## src/rtl/ysyx_24090013_seq_ctrl.sv

```systemverilog
`default_nettype none
// ============================================================================
// Module      : ysyx_24090013_seq_ctrl
// Description : Multi-cycle sequencer for the single-issue core
//               (IFU -> ID -> EXU -> WBU). It fetches one instruction per pass
//               and latches it for decode. It owns every cross-stage enable:
//               the PC load and the register-file write are allowed only in
//               the WB cycle. The core stops on ebreak, on a fetch access
//               fault, or when a fetch times out.
// Revision    : 1.0 - initial release
// ----------------------------------------------------------------------------
// Parameters
//   TO_W      width of the fetch-timeout counter; the timeout is 2**TO_W-1
//             cycles spent waiting for a response
//   RST_INST  value of inst_q after reset (nop)
// Ports
//   clk             in   1   core clock, rising edge
//   rst_n           in   1   synchronous active-low reset
//   ifu_req_valid   out  1   fetch request, held high only in FETCH
//   ifu_req_ready   in   1   memory accepts the request
//   ifu_rsp_valid   in   1   instruction data valid (single-cycle pulse)
//   ifu_rsp_inst    in   32  fetched instruction
//   ifu_rsp_err     in   1   access fault, qualified by ifu_rsp_valid
//   inst_q          out  32  latched instruction driven to decode
//   id_ebreak       in   1   decode reports the ebreak/ecall class
//   id_ebreak_good  in   1   1 = good trap
//   id_rd_wen       in   1   decode write-enable request
//   rf_wen          out  1   gated register-file write enable (WB only)
//   pc_wen          out  1   PC load enable (WB only)
//   halted          out  1   core stopped (sticky until reset)
//   halt_good       out  1   1 = good trap; valid while halted
//   state_o         out  3   current FSM state
// Optional feature (macro YSYX_24090013_PERF_EN)
//   perf_cycle      out  64  cycles elapsed while not halted
//   perf_instret    out  64  instructions retired (WB cycles)
// ============================================================================
module ysyx_24090013_seq_ctrl #(
    parameter int          TO_W     = 8,
    parameter logic [31:0] RST_INST = 32'h0000_0013
) (
    input  logic        clk,
    input  logic        rst_n,
    output logic        ifu_req_valid,
    input  logic        ifu_req_ready,
    input  logic        ifu_rsp_valid,
    input  logic [31:0] ifu_rsp_inst,
    input  logic        ifu_rsp_err,
    output logic [31:0] inst_q,
    input  logic        id_ebreak,
    input  logic        id_ebreak_good,
    input  logic        id_rd_wen,
    output logic        rf_wen,
    output logic        pc_wen,
    output logic        halted,
    output logic        halt_good,
    output logic [2:0]  state_o
`ifdef YSYX_24090013_PERF_EN
    ,
    output logic [63:0] perf_cycle,
    output logic [63:0] perf_instret
`endif
);

    typedef enum logic [2:0] {
        S_IDLE  = 3'd0,
        S_FETCH = 3'd1,
        S_WAIT  = 3'd2,
        S_DEC   = 3'd3,
        S_EXE   = 3'd4,
        S_WB    = 3'd5,
        S_HALT  = 3'd6
    } state_t;

    // The counter is compared before it increments. Matching 2**TO_W-2 in a
    // WAIT cycle with no response ends the wait after exactly 2**TO_W-1
    // cycles. The counter then reads 2**TO_W-1 as the FSM enters HALT and
    // can never wrap.
    localparam logic [TO_W-1:0] c_TO_LAST = {{(TO_W-1){1'b1}}, 1'b0};

    state_t            r_state;
    state_t            w_state_nxt;
    logic [TO_W-1:0]   r_cnt;
    logic [31:0]       r_inst;
    logic              r_halt_good;

    logic              w_latch;
    logic              w_cnt_clr;
    logic              w_cnt_inc;
    logic              w_halt_good_nxt;

    // ------------------------------------------------------------------------
    // Next-state logic
    // ------------------------------------------------------------------------
    always_comb begin
        w_state_nxt     = r_state;
        w_latch         = 1'b0;
        w_cnt_clr       = 1'b0;
        w_cnt_inc       = 1'b0;
        w_halt_good_nxt = 1'b0;
        case (r_state)
            S_IDLE: w_state_nxt = S_FETCH;
            S_FETCH: begin
                if (ifu_req_ready) begin
                    w_cnt_clr = 1'b1;
                    // A response may arrive in the same cycle as the
                    // handshake. It is then handled exactly as in WAIT.
                    if (ifu_rsp_valid) begin
                        if (ifu_rsp_err) begin
                            w_state_nxt = S_HALT;
                        end else begin
                            w_latch     = 1'b1;
                            w_state_nxt = S_DEC;
                        end
                    end else begin
                        w_state_nxt = S_WAIT;
                    end
                end
            end
            S_WAIT: begin
                w_cnt_inc = 1'b1;
                if (ifu_rsp_valid) begin
                    if (ifu_rsp_err) begin
                        w_state_nxt = S_HALT;
                    end else begin
                        w_latch     = 1'b1;
                        w_state_nxt = S_DEC;
                    end
                end else if (r_cnt == c_TO_LAST) begin
                    w_state_nxt = S_HALT;
                end
            end
            S_DEC: begin
                if (id_ebreak) begin
                    w_state_nxt     = S_HALT;
                    w_halt_good_nxt = id_ebreak_good;
                end else begin
                    w_state_nxt = S_EXE;
                end
            end
            S_EXE:  w_state_nxt = S_WB;
            S_WB:   w_state_nxt = S_FETCH;
            S_HALT: w_state_nxt = S_HALT;
            // An unreachable encoding is treated as a bad-trap stop.
            default: w_state_nxt = S_HALT;
        endcase
    end

    // ------------------------------------------------------------------------
    // State and datapath registers
    // ------------------------------------------------------------------------
    always_ff @(posedge clk) begin
        if (!rst_n) begin
            r_state     <= S_IDLE;
            r_cnt       <= '0;
            r_inst      <= RST_INST;
            r_halt_good <= 1'b0;
        end else begin
            r_state <= w_state_nxt;
            if (w_cnt_clr) begin
                r_cnt <= '0;
            end else if (w_cnt_inc) begin
                r_cnt <= r_cnt + 1'b1;
            end
            if (w_latch) begin
                r_inst <= ifu_rsp_inst;
            end
            // The trap quality is captured only on entry to HALT, so it
            // stays stable while halted.
            if (r_state != S_HALT && w_state_nxt == S_HALT) begin
                r_halt_good <= w_halt_good_nxt;
            end
        end
    end

    // ------------------------------------------------------------------------
    // Outputs: all enables are decoded directly from the current state
    // ------------------------------------------------------------------------
    assign ifu_req_valid = (r_state == S_FETCH);
    assign pc_wen        = (r_state == S_WB);
    // Writes to x0 are dropped here so the register file never sees them.
    assign rf_wen        = (r_state == S_WB) && id_rd_wen && (r_inst[11:7] != 5'd0);
    assign halted        = (r_state == S_HALT);
    assign halt_good     = r_halt_good;
    assign inst_q        = r_inst;
    assign state_o       = r_state;

`ifdef YSYX_24090013_PERF_EN
    logic [63:0] r_perf_cycle;
    logic [63:0] r_perf_instret;

    always_ff @(posedge clk) begin
        if (!rst_n) begin
            r_perf_cycle   <= '0;
            r_perf_instret <= '0;
        end else begin
            if (r_state != S_HALT) begin
                r_perf_cycle <= r_perf_cycle + 64'd1;
            end
            if (r_state == S_WB) begin
                r_perf_instret <= r_perf_instret + 64'd1;
            end
        end
    end

    assign perf_cycle   = r_perf_cycle;
    assign perf_instret = r_perf_instret;
`else
    // Performance counters are not built in this configuration.
`endif

endmodule
`default_nettype wire

```

## config.mk

```make
export PLATFORM = sky130hd
export DESIGN_NAME = ysyx_24090013_seq_ctrl
export DESIGN_NICKNAME = d
export VERILOG_FILES = /design/src/rtl/ysyx_24090013_seq_ctrl.sv
export SDC_FILE = /design/constraint.sdc
export NUM_CORES = 1
export LEC_CHECK = 0
export CAP_MARGIN = 20
export CORE_MARGIN = 1.5
export CORE_UTILIZATION = 44
export CTS_BUF_LIST = sky130_fd_sc_hd__clkbuf_2 sky130_fd_sc_hd__clkbuf_4 sky130_fd_sc_hd__clkbuf_8
export CTS_CLUSTER_SIZE = 28
export DETAILED_ROUTE_END_ITERATION = 6
export PLACE_DENSITY_LB_ADDON = 0.05
export SLEW_MARGIN = 30
export SYNTH_ARGS = -nofsm -noshare
export SYNTH_HDL_FRONTEND = slang
export SYNTH_SLANG_ARGS = --single-unit
```

## constraint.sdc

```tcl
create_clock -name clk -period 2.33 [get_ports clk]
set_clock_uncertainty 0.15 [all_clocks]
set_input_delay 0.5825 -clock clk [delete_from_list [all_inputs] [get_ports clk]]
set_output_delay 0.5825 -clock clk [all_outputs]
set_load 0.02 [all_outputs]
```

==> results.txt, run 1 <==
The number of instances in the synthesized netlist came out at 185. The startpoint identified for the worst register-to-register timing path is state_o[0]$_SDFF_PN0_. The power per unit of standard cell area came out at around 540 mW/mm^2. The die extent in y came out at 69.0 microns. Synthesis instantiated 34 different standard cells from the library.

The number of DRC violations after detailed-routing iteration 0 came out at 47. The critical path buffer and inverter count is 1. For flop-to-flop paths, the worst setup slack is 0.52 ns. The detail route stage leaves a number of antenna-violating nets equal to 0. The total half-perimeter wirelength after legalization and detailed placement is between 3 and 4 mm. The post-synthesis average cell area is 10.4 sq um. The critical path arrival came out at 1.46 ns. The static leakage came out at 1.04 nW. The count of TritonRoute iterations in the first routing pass came out at 4. The average via count per standard cell came out at a little under 5. The start point of the worst hold path is inst_q[1]$_SDFFE_PN1P_. The number of hold violations in the final report came to 0. The total overflow left after global routing is 0. The latest clock arrival within the worst-skew pair came out at 0.29 ns. The worst slack at placement is -0.264 ns. Setup total negative slack on the finished layout was measured at 0 ns.

The standard cell area after detailed placement is ~0.0028 sq mm. The final weighted congestion in routability-driven placement is 0.768. Based on the critical path, the design can be clocked at up to 457 MHz.

The worst min-delay path category is register to register. The area growth from synthesis to layout is 50.7%. The longest clock path from root to sink contains 2 buffers. At the worst endpoint, the required time is 1.60 ns.

The number of setup buffers added after CTS is 0. The total chip power came out at 0.00156 W. The total clock buffers created by CTS is 5. Along the worst path, the maximum fanout reaches 6. The synthesized netlist net count is about 230. The actual slew at the worst max-slew pin is 0.341 ns. The flow ran to the end, and the final reports show no timing, DRC or antenna violations. The die width came out at 69.0 microns.

The worst-case setup margin in the final layout is 0.142 ns. The layout cell share with drive strength beyond 1 came out at 9.85%. The worst setup path is of the register to output port kind.

The number of antenna diodes is 0. The number of flops mapped to enable cells by yosys is 0. The worst register-to-register path ends at inst_q[16]$_SDFFE_PN0P_. The worst setup path is launched from a register. Traced cell by cell, the critical path runs through clkdlybuf4s50_1. The number of rows in the core area came out at 23. The worst hold path stage count is 2.

The post-route clock period utilization came out at 93.9%. The maximum VDD drop is 0.409 mV. On the worst path, the slowest cell contributes a delay of 0.67 ns.

Broken down by cell family, the worst path's largest delay share belongs to buffers and inverters. The initial standard-cell utilization of the core came out at 46.9%. The remaining max-slew budget at the tightest pin came out at 77.2%. Setup repair after global routing left no endpoint under its margin.

The root cell of the clock tree is clkbuf_8. The clock-pin slew reported for the worst setup and hold paths after clock tree synthesis is 0.07 ns. The number of setup violations in the final report is 0.

The cell area after layout is 0.00289 sq mm. The number of synthesized register bits is 44. The tool flagged a number of max-cap violations equal to 0. The endpoint type of the worst setup path is an output port.

The most used flip-flop cell after synthesis is dfxtp_1. The multi-input combinational cell area is 950 sq um. The level count of the clock H-tree came out at 2. The first global-routing pass estimated 7.11 mm of wire.

The via count of the first global-routing pass was 1528. TritonCTS built the clock tree. The number of I/O port buffers is 79. Summed over all layers, the routed wires come to 4.30 mm. In the global route stage, overall resource usage came out at 18.6%.

The number of antenna violations at the first check in global routing is 0. The total standard cell area after synthesis came out at roughly 0.0019 sq mm. The register area share after synthesis is a little under half. 80 I/O pins were placed. In the final design database the tool counted 316 nets. Counting cells, the worst reg-to-reg path comes to 6. The final route contains approximately 1600 vias. Dividing the detail-routed wire length by the instance count gives 13.3 microns.

In the final layout, flip-flops and latches occupy roughly 880 sq um. The library cell contributing the largest single delay on the critical path is clkdlybuf4s50_1. The fraction of registers with async set/reset is 0%. The max-slew violation count came to 0. The area inside the core boundary came out at 0.00409 sq mm. The area of the die is 0.00476 sq mm.

The maximum number of pins on one net before global-route repair came out at 33. The path with the worst hold slack has its endpoint at inst_q[1]$_SDFFE_PN1P_. The fill cell total of the finished layout is around 330. The number of warnings printed during yosys synthesis came out at 0.

The clock sink total came out at 44. The worst path in the final design needs a cycle of 2.19 ns, including I/O delays and setup. For this run, design rule violations remaining after detail routing come to 0.
## area by class of cell
type | count | area share, %
Clock buffer | 5 | 2.38
Tap cell | 50 | 2.16
Multi-Input combinational cell | 129 | 32.9
Inverter | 2 | 0.260
Clock inverter | 2 | 0.433
Sequential cell | 44 | 30.5
Timing Repair Buffer | 92 | 31.4
## synth_stat cells, drive strengths merged (4+ instances only)
cell / number / area, sq um
nand4: 4 / 25.0
buf: 5 / 61.3
nand2b: 4 / 32.5
xor2: 6 / 52.6
dfxtp: 44 / 881
clkbuf: 5 / 18.8
o21ai: 6 / 30.0
nand2: 10 / 37.5
mux2i: 32 / 320
nor2b: 29 / 181
nor2: 12 / 45.0
and2: 4 / 25.0
## cells by family (layout without fill, tap and decap cells)
family / count (synthesis) / in the layout / share of synthesized area [%]
multiplexers: 32 / 32 / 16.7
XOR/XNOR: 7 / 7 / 3.20
AND/OR/NAND/NOR: 72 / 72 / 22.1
buffers and inverters: 12 / 101 / 4.57
adder cells (fa/ha/maj): 2 / 2 / 1.30
flip-flops: 44 / 44 / 45.9
AO/OA/AOI/OAI: 16 / 16 / 6.20
## power breakdown
group | leakage (nW) | switching [W] | internal, W
logic | 0.645 | 0.000134 | 0.000178
registers | 0.356 | 0.0000169 | 0.000777
clock network | 0.0400 | 0.000253 | 0.000203
## worst reg2reg max path: cells and delay by family (launching register included)
kind	cells	cell delay [ns]
buffers and inverters	2	0.41
muxes	1	0.24
AOI/OAI and AO/OA	1	0.35
DFF	1	0.32
and+or+nand+nor	2	0.23
## worst max-delay path by stage
| stage | end | startpoint | slack, ns | depth (start not counted) |
|---|---|---|---|---|
| global route | ifu_req_valid | state_o[2]$_SDFF_PN0_ | 0.03 | 4 |
| floorplan | rf_wen | state_o[2]$_SDFF_PN0_ | 0.11 | 5 |
| detailed placement | rf_wen | id_rd_wen | -0.26 | 4 |
| global placement | rf_wen | id_rd_wen | -0.20 | 4 |
| CTS | rf_wen | id_rd_wen | 0.01 | 4 |
| finish | state_o[1] | state_o[1]$_SDFF_PN0_ | 0.14 | 1 |
## cell usage in the layout, fill, tap and decap left out, types with 5 or more instances in the layout
| cell type | synthesis | layout |
|---|---|---|
| buf_4 | 0 | 11 |
| clkbuf_8 | 0 | 5 |
| clkdlybuf4s50_1 | 0 | 75 |
| dfxtp_1 | 44 | 44 |
| mux2i_1 | 32 | 32 |
| nand2_1 | 10 | 10 |
| nor2_1 | 12 | 12 |
| nor2b_1 | 29 | 29 |
| o21ai_0 | 5 | 5 |
| xor2_1 | 6 | 6 |
## stage by stage
stage                     utilization, %  instances  hold WS (ns)
after floorplan                        -        185         0.321
after global placement              68.9        317         0.307
after detailed placement            68.9        317         0.317
after CTS                           70.8        324         0.341
after global routing                70.7        324         0.359
final                               70.7        324         0.338
## routing by layer
layer / vias up / track usage (%) / routed length, microns
met3: 6 / 6.43 / 282
met4: 0 / 6.54 / 65
li1: 799 / - / -
met2: 57 / 30.2 / 1990
met5: - / 0 / 0
met1: 701 / 22.9 / 1960
## timing repair
item	4_1_cts	5_1_grt
cloned	0	0
endpoints found under the setup margin	3	2
hold buffers	0	0
gates resized for setup	3	3
## flip-flops by register name (all words and copies together), names as in the netlist
name and cells:
r_cnt 8, state_o 3, inst_q 32, halt_good 1
(Power assumes the default switching activity.)
==> inputs of run 2 (changes only) <==
==> constraint.sdc (replaced) <==
create_clock -name clk -period 2.4 [get_ports clk]
set_clock_uncertainty 0.15 [all_clocks]
set_input_delay 0.6 -clock clk [delete_from_list [all_inputs] [get_ports clk]]
set_output_delay 0.6 -clock clk [all_outputs]
set_load 0.02 [all_outputs]
==> results.txt, run 2 (same netlist as run 1, synthesis figures left out) <==
After layout, the worst setup slack is 0.104 ns. The die width came out at slightly below 70 microns. The number of buffers inserted by hold repair at cts is 0.

The wire length per cell came out at 12.7 microns. The fill cell total of the finished layout is 349. The number of hold violations in the final report was 0. Summed over all layers, the global routing overflow is 0. In the layout the commonest cells are clkdlybuf4s50_1 (75), dfxtp_1 (44), mux2i_1 (32). The count of TritonRoute iterations in the first routing pass came out at 4. After detailed routing, the wire length on met1 is 1.89 mm.

The peak clock frequency supported by timing is 436 MHz. The number of antenna violations at the first check in global routing is 0. The maximum VDD drop is 0.469 mV. For this design, the sink count on the clock tree is 44. The count of maximum capacitance violations came out at 0.

The setup path with the least slack is of type input pin to output port. The signal on the critical path passes through clkdlybuf4s50_1 > nand2_1 > a21oi_1 > dlygate4sd2_1. The worst hold path stage count came out at 2.

In this run the core area contains 23 standard-cell rows. The clock-pin slew reported for the worst setup and hold paths after clock tree synthesis is 0.07 ns. The final weighted congestion in routability-driven placement is 0.794. The power per unit of standard cell area is 560 mW/mm^2. The number of remaining DRC errors is 0. The remaining max-slew budget at the tightest pin came out at 74.7%.

The layout-stage area growth over the synthesis result is 51.0%. The layout cell share with drive strength beyond 1 came out at 9.16%. In the detailed route, the total length drawn on met3 is roughly 260 microns. The placed instances occupy a cell area of 0.00279 sq mm. The detail route stage leaves a number of antenna-violating nets equal to 0. The min-delay analysis places its worst path in the category register to register. The cell family contributing the most delay on the critical path is buffers and inverters. The actual slew at the worst max-slew pin came out at around 0.38 ns. During placement, the flow inserted port buffers numbering between 70 and 80. The root cell of the clock tree is clkbuf_8. The level count of the clock H-tree came out at 2. The total half-perimeter wirelength after legalization and detailed placement came out at roughly 3 mm. The worst reg2reg path depth is 6. The latest clock arrival within the worst-skew pair is 0.29 ns. The number of DRC violations after detailed-routing iteration 0 came out at 41.

The largest individual stage delay along the critical path comes from the cell clkdlybuf4s50_1. The average via count per standard cell came out at roughly 4.8. For the finished layout, the period the worst path requires is 2.30 ns.

Pin placement for this block handled 80 I/O pins. The uppermost metal layer occupied by signal nets is met4. The area of the die is 0.00476 sq mm. Leaving out fill and tap cells, the most frequent cell in the layout is clkdlybuf4s50_1.

For this run, the post-layout net count is 314. The via count of the first global-routing pass came out at 1509. Once layout is done, the placed cells without fillers occupy 0.00290 sq mm. The max-slew violation count was 0. The worst setup path is captured at an output port.

The maximum buffer depth of the clock tree is 2. STA classifies the critical path startpoint as an input pin. The wire length of the first global-routing pass came out at around 6.8 mm. The critical path buffer and inverter count is 2. Excluding fillers, the count of instances in the completed layout stands at 323. The post-route clock period utilization came out at 95.7%. TritonCTS built the clock tree. The initial standard-cell utilization of the core came out at between 40% and 50%.

0 antenna diodes ended up in the layout. The area inside the core boundary came out at 0.00409 sq mm. The die extent in y is 69.0 microns. The flip-flop count of the largest register after layout came out at 32. The run finished with clean final reports. The overall track demand over capacity in global routing came out at between 10% and 20%.

The total instance count after detailed placement is 315. The number of setup violations in the final report is 0. The critical path runs through a total of 4 cells. The total number of vias is 1536. The maximum number of pins on one net before global-route repair came out at 33.

The critical path arrival is 1.55 ns. The wire length on met2 is 1.89 mm. At the worst endpoint, the required time is 1.65 ns. For this block, the routed nets add up to 4.09 mm of wire. Setup repair after global routing left no endpoint under its margin. The total clock buffers created by CTS is 5. The highest fanout seen on the critical path is 1. The worst slack at placement is -0.181 ns. The highest cell delay on the worst timing path came out at 0.46 ns. The static leakage came out at 1.05 nW.
[run 2: cell count changes in the layout (fill, tap and decap cells not counted), sizes merged]
cell / previous run / this run
clkinvlp: 1 / 0
buf: 13 / 11
bufinv: 0 / 1
dlygate4sd2: 2 / 3
[run 2: worst register-to-register path, cell delays in order (launching register included)]
cell and delay [ns]:
dfxtp_1 0.32, buf_4 0.17, nand2b_4 0.16, a211oi_4 0.29, buf_4 0.29, mux2i_1 0.22
nor2b_1 0.06
[run 2: layout make-up]
type                    count  area (sq um)  share of cell area [%]
repair buffers             90           885                    30.5
clock inverters             2          35.0                    1.21
well taps                  50          62.6                    2.16
inverters                   2          7.51                   0.259
clock buffers               6          76.3                    2.63
multi-input cells         129           950                    32.8
flip-flops and latches     44           881                    30.4
[run 2: per-layer routing]
metal,vias to the layer above,global-route usage [%]
li1,796,-
met1,680,21.2
met2,54,29.2
met3,6,5.41
met4,0,5.88
met5,-,0
[run 2: power breakdown]
group | total (W) | leakage (nW) | switching [W] | internal [W]
Combinational | 0.000290 | 0.636 | 0.000123 | 0.000167
Sequential | 0.000773 | 0.356 | 0.0000188 | 0.000754
Clock | 0.000559 | 0.0586 | 0.000239 | 0.000320
[run 2: path summary, 6_finish.rpt]
kind                            slack (ns)                    from                 endpoint
worst max-delay path                  0.10               id_rd_wen                   rf_wen
worst min-delay path                  0.33  inst_q[1]$_SDFFE_PN1P_   inst_q[1]$_SDFFE_PN1P_
worst max register to register        0.63   state_o[0]$_SDFF_PN0_  inst_q[29]$_SDFFE_PN0P_
worst min register to register        0.33  inst_q[1]$_SDFFE_PN1P_   inst_q[1]$_SDFFE_PN1P_
[run 2: stage by stage]
stage	hold slack (ns)	total power (W)	setup TNS [ns]	util (%)
final	0.332	0.00162	0	70.9
after global routing	0.374	0.00169	0	70.9
after CTS	0.341	0.00164	0	70.8
after detailed placement	0.314	0.00108	-0.181	68.2
after global placement	0.308	0.00108	-0.159	68.2
after floorplan	0.321	0.000940	0	-
[run 2: what timing repair did]
| action | 4_1_cts | 5_1_grt |
|---|---|---|
| endpoints found under the setup margin | 3 | 1 |
| buffers inserted | 0 | 0 |
| pin swaps | 0 | 0 |
| resized for setup | 3 | 1 |
